## src/rtl/beep_scheduler_if.sv

```systemverilog
`default_nettype none
// ============================================================================
// Module   : beep_scheduler_if
// Purpose  : Request/tone bundle between the alarm sources and the buzzer
//            scheduler. The master side drives tick/mute/requests, the slave
//            side (the scheduler) drives the buzzer and status outputs.
// Revision : 1.0 - initial release
// ============================================================================
interface beep_scheduler_if;
  logic       tick_1k;
  logic       mute;
  logic [2:0] req;
  logic       buzzer;
  logic       busy;
  logic [1:0] active_id;
  logic       done;

  modport master (
    output tick_1k, mute, req,
    input  buzzer, busy, active_id, done
  );

  modport slave (
    input  tick_1k, mute, req,
    output buzzer, busy, active_id, done
  );
endinterface
`default_nettype wire

```

## src/rtl/beep_scheduler.sv

```systemverilog
`default_nettype none
// ============================================================================
// Module   : beep_scheduler
// Purpose  : Shares one buzzer between three alarm sources. Requests are
//            latched as pending and granted in fixed priority (lowest index
//            first, non-preemptive); source i plays i+1 beeps of BEEP_MS tone
//            followed by GAP_MS silence each, timed by the 1 kHz tick.
// Revision : 1.0 - initial release
// ============================================================================
module beep_scheduler #(
  parameter int BEEP_MS = 100,
  parameter int GAP_MS  = 100
) (
  input wire              clk,
  input wire              rst_n,
  beep_scheduler_if.slave bus
);

  typedef enum logic [1:0] {
    ST_IDLE = 2'd0,
    ST_BEEP = 2'd1,
    ST_GAP  = 2'd2
  } state_t;

  localparam logic [15:0] c_beep_last = 16'(BEEP_MS - 1);
  localparam logic [15:0] c_gap_last  = 16'(GAP_MS - 1);

  state_t      r_state;
  logic [2:0]  r_pending;
  logic [15:0] r_ms_cnt;
  logic [1:0]  r_beeps_left;
  logic        r_buzzer;
  logic        r_busy;
  logic [1:0]  r_active_id;
  logic        r_done;

  logic [1:0]  w_winner;
  logic        w_grant;
  logic [2:0]  w_grant_mask;

  // Fixed-priority pick of the pending source: lowest index wins.
  always_comb begin
    w_winner = 2'd0;
    if (r_pending[0])      w_winner = 2'd0;
    else if (r_pending[1]) w_winner = 2'd1;
    else if (r_pending[2]) w_winner = 2'd2;
  end

  // A grant happens only from IDLE; the granted bit is cleared unless a new
  // request for the same source arrives on the grant cycle (set wins).
  assign w_grant      = (r_state == ST_IDLE) && (r_pending != 3'b000) && !bus.mute;
  assign w_grant_mask = w_grant ? (3'b001 << w_winner) : 3'b000;

  // Scheduler state machine with registered outputs; mute aborts from any state.
  always_ff @(posedge clk or negedge rst_n) begin
    if (!rst_n) begin
      r_state      <= ST_IDLE;
      r_pending    <= 3'b000;
      r_ms_cnt     <= 16'd0;
      r_beeps_left <= 2'd0;
      r_buzzer     <= 1'b0;
      r_busy       <= 1'b0;
      r_active_id  <= 2'd0;
      r_done       <= 1'b0;
    end else begin
      r_done <= 1'b0;
      if (bus.mute) begin
        r_state      <= ST_IDLE;
        r_pending    <= 3'b000;
        r_ms_cnt     <= 16'd0;
        r_beeps_left <= 2'd0;
        r_buzzer     <= 1'b0;
        r_busy       <= 1'b0;
        r_active_id  <= 2'd0;
      end else begin
        r_pending <= (r_pending & ~w_grant_mask) | bus.req;
        unique case (r_state)
          ST_IDLE: begin
            if (w_grant) begin
              r_state      <= ST_BEEP;
              r_active_id  <= w_winner;
              r_beeps_left <= w_winner + 2'd1;
              r_ms_cnt     <= 16'd0;
              r_busy       <= 1'b1;
              r_buzzer     <= 1'b0;
            end
          end
          ST_BEEP: begin
            if (bus.tick_1k) begin
              if (r_ms_cnt == c_beep_last) begin
                // Tone always ends low so the gap starts silent.
                r_state  <= ST_GAP;
                r_ms_cnt <= 16'd0;
                r_buzzer <= 1'b0;
              end else begin
                r_ms_cnt <= r_ms_cnt + 16'd1;
                r_buzzer <= ~r_buzzer;
              end
            end
          end
          ST_GAP: begin
            r_buzzer <= 1'b0;
            if (bus.tick_1k) begin
              if (r_ms_cnt == c_gap_last) begin
                r_ms_cnt     <= 16'd0;
                r_beeps_left <= r_beeps_left - 2'd1;
                if (r_beeps_left == 2'd1) begin
                  r_state     <= ST_IDLE;
                  r_done      <= 1'b1;
                  r_busy      <= 1'b0;
                  r_active_id <= 2'd0;
                end else begin
                  r_state <= ST_BEEP;
                end
              end else begin
                r_ms_cnt <= r_ms_cnt + 16'd1;
              end
            end
          end
          default: begin
            r_state <= ST_IDLE;
          end
        endcase
      end
    end
  end

  assign bus.buzzer    = r_buzzer;
  assign bus.busy      = r_busy;
  assign bus.active_id = r_active_id;
  assign bus.done      = r_done;

endmodule
`default_nettype wire

```

## src/flat_wrapper.sv

```systemverilog
// flat-port wrapper written by rule: the top's interface ports become plain ports
module beep_scheduler_flat 
#(
  parameter int BEEP_MS = 100,
  parameter int GAP_MS  = 100
)
  (clk, rst_n, bus_tick_1k, bus_mute, bus_req, bus_buzzer, bus_busy, bus_active_id, bus_done);
  beep_scheduler_if bus_i ();
  input wire clk;
  input wire rst_n;
  input wire logic [$bits(bus_i.tick_1k)-1:0] bus_tick_1k;
  input wire logic [$bits(bus_i.mute)-1:0] bus_mute;
  input wire logic [$bits(bus_i.req)-1:0] bus_req;
  output wire logic [$bits(bus_i.buzzer)-1:0] bus_buzzer;
  output wire logic [$bits(bus_i.busy)-1:0] bus_busy;
  output wire logic [$bits(bus_i.active_id)-1:0] bus_active_id;
  output wire logic [$bits(bus_i.done)-1:0] bus_done;
  assign bus_i.tick_1k = bus_tick_1k;
  assign bus_i.mute = bus_mute;
  assign bus_i.req = bus_req;
  assign bus_buzzer = bus_i.buzzer;
  assign bus_busy = bus_i.busy;
  assign bus_active_id = bus_i.active_id;
  assign bus_done = bus_i.done;
  beep_scheduler #(.BEEP_MS(BEEP_MS), .GAP_MS(GAP_MS)) u_core (.clk(clk), .rst_n(rst_n), .bus(bus_i));
endmodule
```

## config.mk

```make
export PLATFORM = sky130hd
export DESIGN_NAME = beep_scheduler_flat
export DESIGN_NICKNAME = d
export VERILOG_FILES = /design/src/rtl/beep_scheduler_if.sv /design/src/rtl/beep_scheduler.sv /design/src/flat_wrapper.sv
export SDC_FILE = /design/constraint.sdc
export NUM_CORES = 1
export LEC_CHECK = 0
export CAP_MARGIN = 20
export CORE_UTILIZATION = 45
export DETAILED_ROUTE_END_ITERATION = 12
export PLACE_DENSITY_LB_ADDON = 0.3
export RECOVER_POWER = 25
export SLEW_MARGIN = 20
export SYNTH_ARGS = -nofsm -noshare
export SYNTH_HDL_FRONTEND = slang
export SYNTH_SLANG_ARGS = --single-unit
```

## constraint.sdc

```tcl
create_clock -name clk -period 2.9 [get_ports clk]
set_input_delay 0.58 -clock clk [delete_from_list [all_inputs] [get_ports clk]]
set_output_delay 0.58 -clock clk [all_outputs]
set_load 0.05 [all_outputs]
```

Word-level counts from Yosys, hierarchy flattened

Cells that the tools add are included.

Register bits: 28
Bits in latches: 0
Memory bits (writable): 0
Bits in read-only memories: 0
Input bits: 7
Output and inout port bits: 5
Logic and storage cells: 86
Memories: 0

Add/sub/neg operators: 3
Multiply operators: 0
Divide/modulo/power cells: 0
Order comparisons: 0
Equality and inequality tests: 11
Shift-type cells: 1
Muxes and demuxes: 45
Bitwise gates (word level): 4
Reduce and logical (&&, ||, !) cells: 14

Operator list:

| operator              | number |
|---|---|
| $mux 16               | 4 |
| $mux 2                | 18 |
| $pmux 16 s2           | 1 |
| $add 16x1->16 const B | 1 |
| $eq 16x7->1 const B   | 1 |
| $mux 1                | 15 |
| $ne 3x2->1 const B    | 4 |
| $reduce_and 5->1      | 2 |
| $reduce_bool 3->1     | 3 |
| $pmux 2 s2            | 2 |
| $mux 3                | 2 |
| $ne 3x3->1 const B    | 2 |
| $pmux 2 s3            | 1 |
| $reduce_and 3->1      | 2 |
| $eq 2x1->1 const B    | 2 |
| $reduce_and 4->1      | 1 |
| $reduce_bool 4->1     | 1 |
| $and 3x3->3           | 1 |
| $ne 3x1->1 const B    | 1 |
| $not 3->3             | 1 |
| $or 3x3->3            | 1 |
| $pmux 1 s3            | 1 |
| $shl 1x2->3 const A   | 1 |
| $add 2x1->2 const B   | 1 |
| other kinds (8)       | 9 |

Longest topological paths before layout

Depth after elaboration: 9
Depth in mapped cells: 8
Gate-level depth less buffers: 7

Worst setup path after synthesis

OpenSTA, ideal clock, no wires.

Kind: input to register
Start: input bus_mute
End: register u_core.r_ms_cnt[14]
Library setup time: 0.083 ns
Arrival: 1.955 ns
Required time: 2.817 ns
Slack: 0.862 ns
Stages: 7
Path buffers: 3
Cells stage by stage: buf_6 -> nand2b_1 -> buf_2 -> or4_1 -> buf_2 -> or3_1 -> o21ai_0

Cells in the longest elaborated chain, start to end: 4
Elaborated cells between the ends (all ways): 7
Classes of those cells: 2 x eq/ne; 1 x mux; 4 x reduce/logical

RTL lines:

| element                    | RTL line              | text |
|---|---|---|
| start: declaration         | flat_wrapper.sv:12    | `input wire logic [$bits(bus_i.mute)-1:0] bus_mute;` |
| $logic_not 1->1            | beep_scheduler.sv:51  | `assign w_grant = (r_state == ST_IDLE) && (r_pending != 3'b000) && !bus.mute;` |
| $logic_and 1x1->1          | beep_scheduler.sv:51  |  |
| $ne 3x2->1 (no line)       | --                    |  |
| $reduce_and 3->1 (no line) | --                    |  |
| end signal: assignment     | beep_scheduler.sv:96  | `r_ms_cnt <= r_ms_cnt + 16'd1;` |
| end signal: assignment     | beep_scheduler.sv:116 | `r_ms_cnt <= r_ms_cnt + 16'd1;` |
| end: declaration           | beep_scheduler.sv:30  | `logic [15:0] r_ms_cnt;` |

Parallel ways exist; a longest one is shown, timed or not.
A chain may end at the register's enable or synchronous reset.

Final worst setup path

Start: register u_core.r_ms_cnt[0]
End: register u_core.r_ms_cnt[9]

Cells in the longest elaborated chain, start to end: 5
Elaborated cells between the ends (all ways): 6
Classes of those cells: 1 x add/sub; 1 x eq/ne; 4 x mux

RTL lines:

| element                                      | RTL line                                    | text |
|---|---|---|
| $add 16x1->16 or $eq 16x7->1 (tied branches) | --                                          |  |
| $mux 16 *                                    | beep_scheduler.sv:90, beep_scheduler.sv:104 |  |
| $mux 16 *                                    | beep_scheduler.sv:103                       | `if (bus.tick_1k) begin` |
| $pmux 16 s2 *                                | beep_scheduler.sv:77                        | `unique case (r_state)` |
| $mux 16 *                                    | beep_scheduler.sv:67                        | `if (bus.mute) begin` |

Mark *: on every way between the ends. The rest lies on a longest branch, timed or not. The select of a mux whose other input is x is not followed.

==> impl_metrics.yaml <==
detailed_routing:
  first_pass_iters: 4
  post_drt_wl_per_cell_um: 14.9
  routed_wl_mm: 3.61
  viasPerCell: 6.05
  num_vias: 1465
  drtIter0Drc: 100
  drc_errors: 0
  ant_nets: 0
worst_setup_path:
  critPathMaxFanout: 11
  crit_required_ps: 3180
  endpoint_kind: "register"
  cp.arrival_ps: 2650
  startpoint_type: "register"
  path_class: "reg2reg"
grt:
  grt_busiest_layer: "met2"
  gr-usage-met1_pct: 25.6
  grt_overflow_total: 0
  grt_pass1_wl_mm: 6.37
  grt.met2_usage_pct: 34.1
  grt_antenna_before_repair: 0
  grt.met3_usage_pct: 2.76
  track_usage_pct: 20.4
  grt_max_degree: 29
  grt_pass1_vias: 1462
hold_path:
  hp-class: "reg2reg"
clock_network:
  worstSkewPairLatency_ps: 330
  cts_hold_buffers: 0
  cts_setup_buffers: 0
  cts_resized: 0
  htreeDepth: 1
  cts_root_buf: "clkbuf_4"
  cts.sinks: 28
  cts_buffers: 3
  path_clk_slew_ps: 140
  cts_tree: "yes"
  clock_tree.buffer_depth: 2
final_layout:
  finalCoreUtilization_pct: 52.8
  nFillCells: 314
  layout-drive-gt1-share_pct: 5.10
  antennaDiodeCount: 0
  finish.net_count: 212
  area_growth_pct: 10.4
logic_synthesis:
  ys_seq_elements: 28
  ys_warn_count: 0
  synth_fp_nets: 200
  yosysSeqAreaShare_pct: 42.9
  avgSynthCellArea_um2: 8.79
  synth_area_um2: 1630
  yosysUniqueCellTypes: 34
  syn_inst: 186
die:
  coreArea_um2: 3420
  io_pins: 12
  die_h_um: 62.3
  die_w_um: 62.3
  die_area_um2: 3880
  rows: 21
  initial_utilization_pct: 47.8
run_status:
  outcome: "finished clean"
place:
  port_buffers: 11
  dp_hpwl_mm: 2.61
  gp_congestion: 0.885
timing:
  setup_viol: 0
  relSlewSlack_pct: 0.580
  period_minus_slack_ps: 2370
  finalHoldViolations: 0
  period_share_pct: 81.6
  fmax_mhz: 423
  drv_slew: 0
  worstMarginPinSlew_ps: 1490
  worst_clock_skew_ps: 8.60
  fin_setup_tns_ps: 0
  rsz0062_at_grt: "false"
pwr:
  peakVddDrop_v: 0.000273
  leakagePower_uw: 0.000742
  powerDensity_nw_per_um2: 650
job:
  max_cap_viol_count: 0
## report_power, final
part	switching (uW)	leakage (uW)	internal, uW
logic	337	0.000348	199
registers	40.8	0.000380	440
clock network	107	0.0000138	48.9
## path summary, 6_finish.rpt
path,endpoint,depth (start not counted),startpoint,slack [ps]
worst max-delay path,u_core.r_ms_cnt[9],7,u_core.r_ms_cnt[0],530
worst min-delay path,u_core.bus.buzzer,1,u_core.bus.buzzer,510
worst max register to register,u_core.r_ms_cnt[9],7,u_core.r_ms_cnt[0],530
worst min register to register,u_core.bus.buzzer,1,u_core.bus.buzzer,510
max in group asynchronous,u_core.r_ms_cnt[0],2,rst_n,910
min in group asynchronous,u_core.r_state[1],2,rst_n,1120
## cell type report
type | instances | area [um2] | share of cell area (%)
inverters | 11 | 41.3 | 2.29
multi-input cells | 139 | 846 | 46.9
repair buffers | 15 | 136 | 7.56
flip-flops and latches | 28 | 701 | 38.8
well taps | 46 | 57.6 | 3.19
clock buffers | 3 | 22.5 | 1.25
## metal layers
layer | routed length (um) | share of wire, %
met5 | 0 | 0
met1 | 1520 | 42
met4 | 68 | 1.9
met2 | 1850 | 51
met3 | 184 | 5.1
## per-stage QoR
step	setup WS [ps]	cell area [um2]	hold WS, ps	instances	power [uW]
after floorplan	862	1630	284	186	875
after global placement	458	1780	488	239	1000
after detailed placement	369	1780	506	239	1020
after CTS	545	1800	523	242	1170
after global routing	407	1800	532	242	1270
final	535	1800	507	242	1170
## layout by cell type (no fill, tap or decap)
| master | n |
|---|---|
| a211oi_1 | 3 |
| a21o_1 | 4 |
| a21oi_1 | 8 |
| a22oi_1 | 1 |
| and3_1 | 2 |
| and4_1 | 2 |
| buf_4 | 3 |
| clkbuf_1 | 1 |
| clkbuf_4 | 3 |
| clkdlybuf4s50_1 | 10 |
| dfrtp_1 | 28 |
| dlygate4sd3_1 | 1 |
| ha_1 | 7 |
| inv_1 | 11 |
| mux2_2 | 1 |
| nand2_1 | 12 |
| nand2b_1 | 6 |
| nand3_1 | 10 |
| nand3b_1 | 4 |
| nand4_1 | 4 |
| nor2_1 | 12 |
| nor3_1 | 11 |
| nor3_2 | 1 |
| nor3b_1 | 4 |
| nor4_1 | 4 |
| nor4bb_1 | 1 |
| o21ai_0 | 21 |
| o21ai_1 | 1 |
| o21ai_2 | 1 |
| o22a_1 | 1 |
| o22ai_1 | 5 |
| o31ai_1 | 4 |
| o32ai_1 | 1 |
| or2_2 | 1 |
| or3_1 | 4 |
| or4_1 | 2 |
| or4b_1 | 1 |
## cell families after synthesis
family / share of synthesized area [%]
buffers and inverters: 5.59
multiplexers: 0.689
AND/OR/NAND/NOR: 27.5
adder cells (fa/ha/maj): 5.36
flip-flops: 42.9
AO/OA/AOI/OAI: 18.0
## cell usage after synthesis (all sizes together)
cell type / count / share of area [%]
dfrtp: 28 / 43
o21ai: 23 / 7.0
nand2: 12 / 2.8
nor2: 12 / 2.8
nor3: 12 / 4.0
inv: 11 / 2.5
nand3: 10 / 3.1
a21oi: 8 / 2.5
ha: 7 / 5.4
buf: 6 / 2.6
nand2b: 6 / 2.3
o22ai: 5 / 1.9
a21o: 4 / 1.8
nand3b: 4 / 1.8
nand4: 4 / 1.5
nor3b: 4 / 1.8
nor4: 4 / 1.5
o31ai: 4 / 1.8
or3: 4 / 1.5
a211oi: 3 / 1.4
and3: 2 / 0.77
and4: 2 / 1.1
clkbuf: 2 / 0.46
or4: 2 / 0.92
a22oi: 1 / 0.46
mux2: 1 / 0.69
nor4bb: 1 / 0.61
o22a: 1 / 0.54
o32ai: 1 / 0.54
or2: 1 / 0.38
or4b: 1 / 0.61
## state kept, by name, summed over array words and instances, names as in the netlist
| signal | cells |
|---|---|
| u_core.bus.buzzer | 1 |
| u_core.r_state | 2 |
| u_core.r_ms_cnt | 16 |
| u_core.r_beeps_left | 2 |
| u_core.bus.active_id | 2 |
| u_core.r_pending | 3 |
| u_core.bus.busy | 1 |
| u_core.bus.done | 1 |
## worst max-delay path: stages, from the launching register on
cell and delay [ps]:
dfrtp_1 440, ha_1 270, nor3b_1 160, and4_1 330
or4_1 600, buf_4 230, nor3_1 180, a21o_1 110
Note: power is estimated with default switching activity, not from simulation.
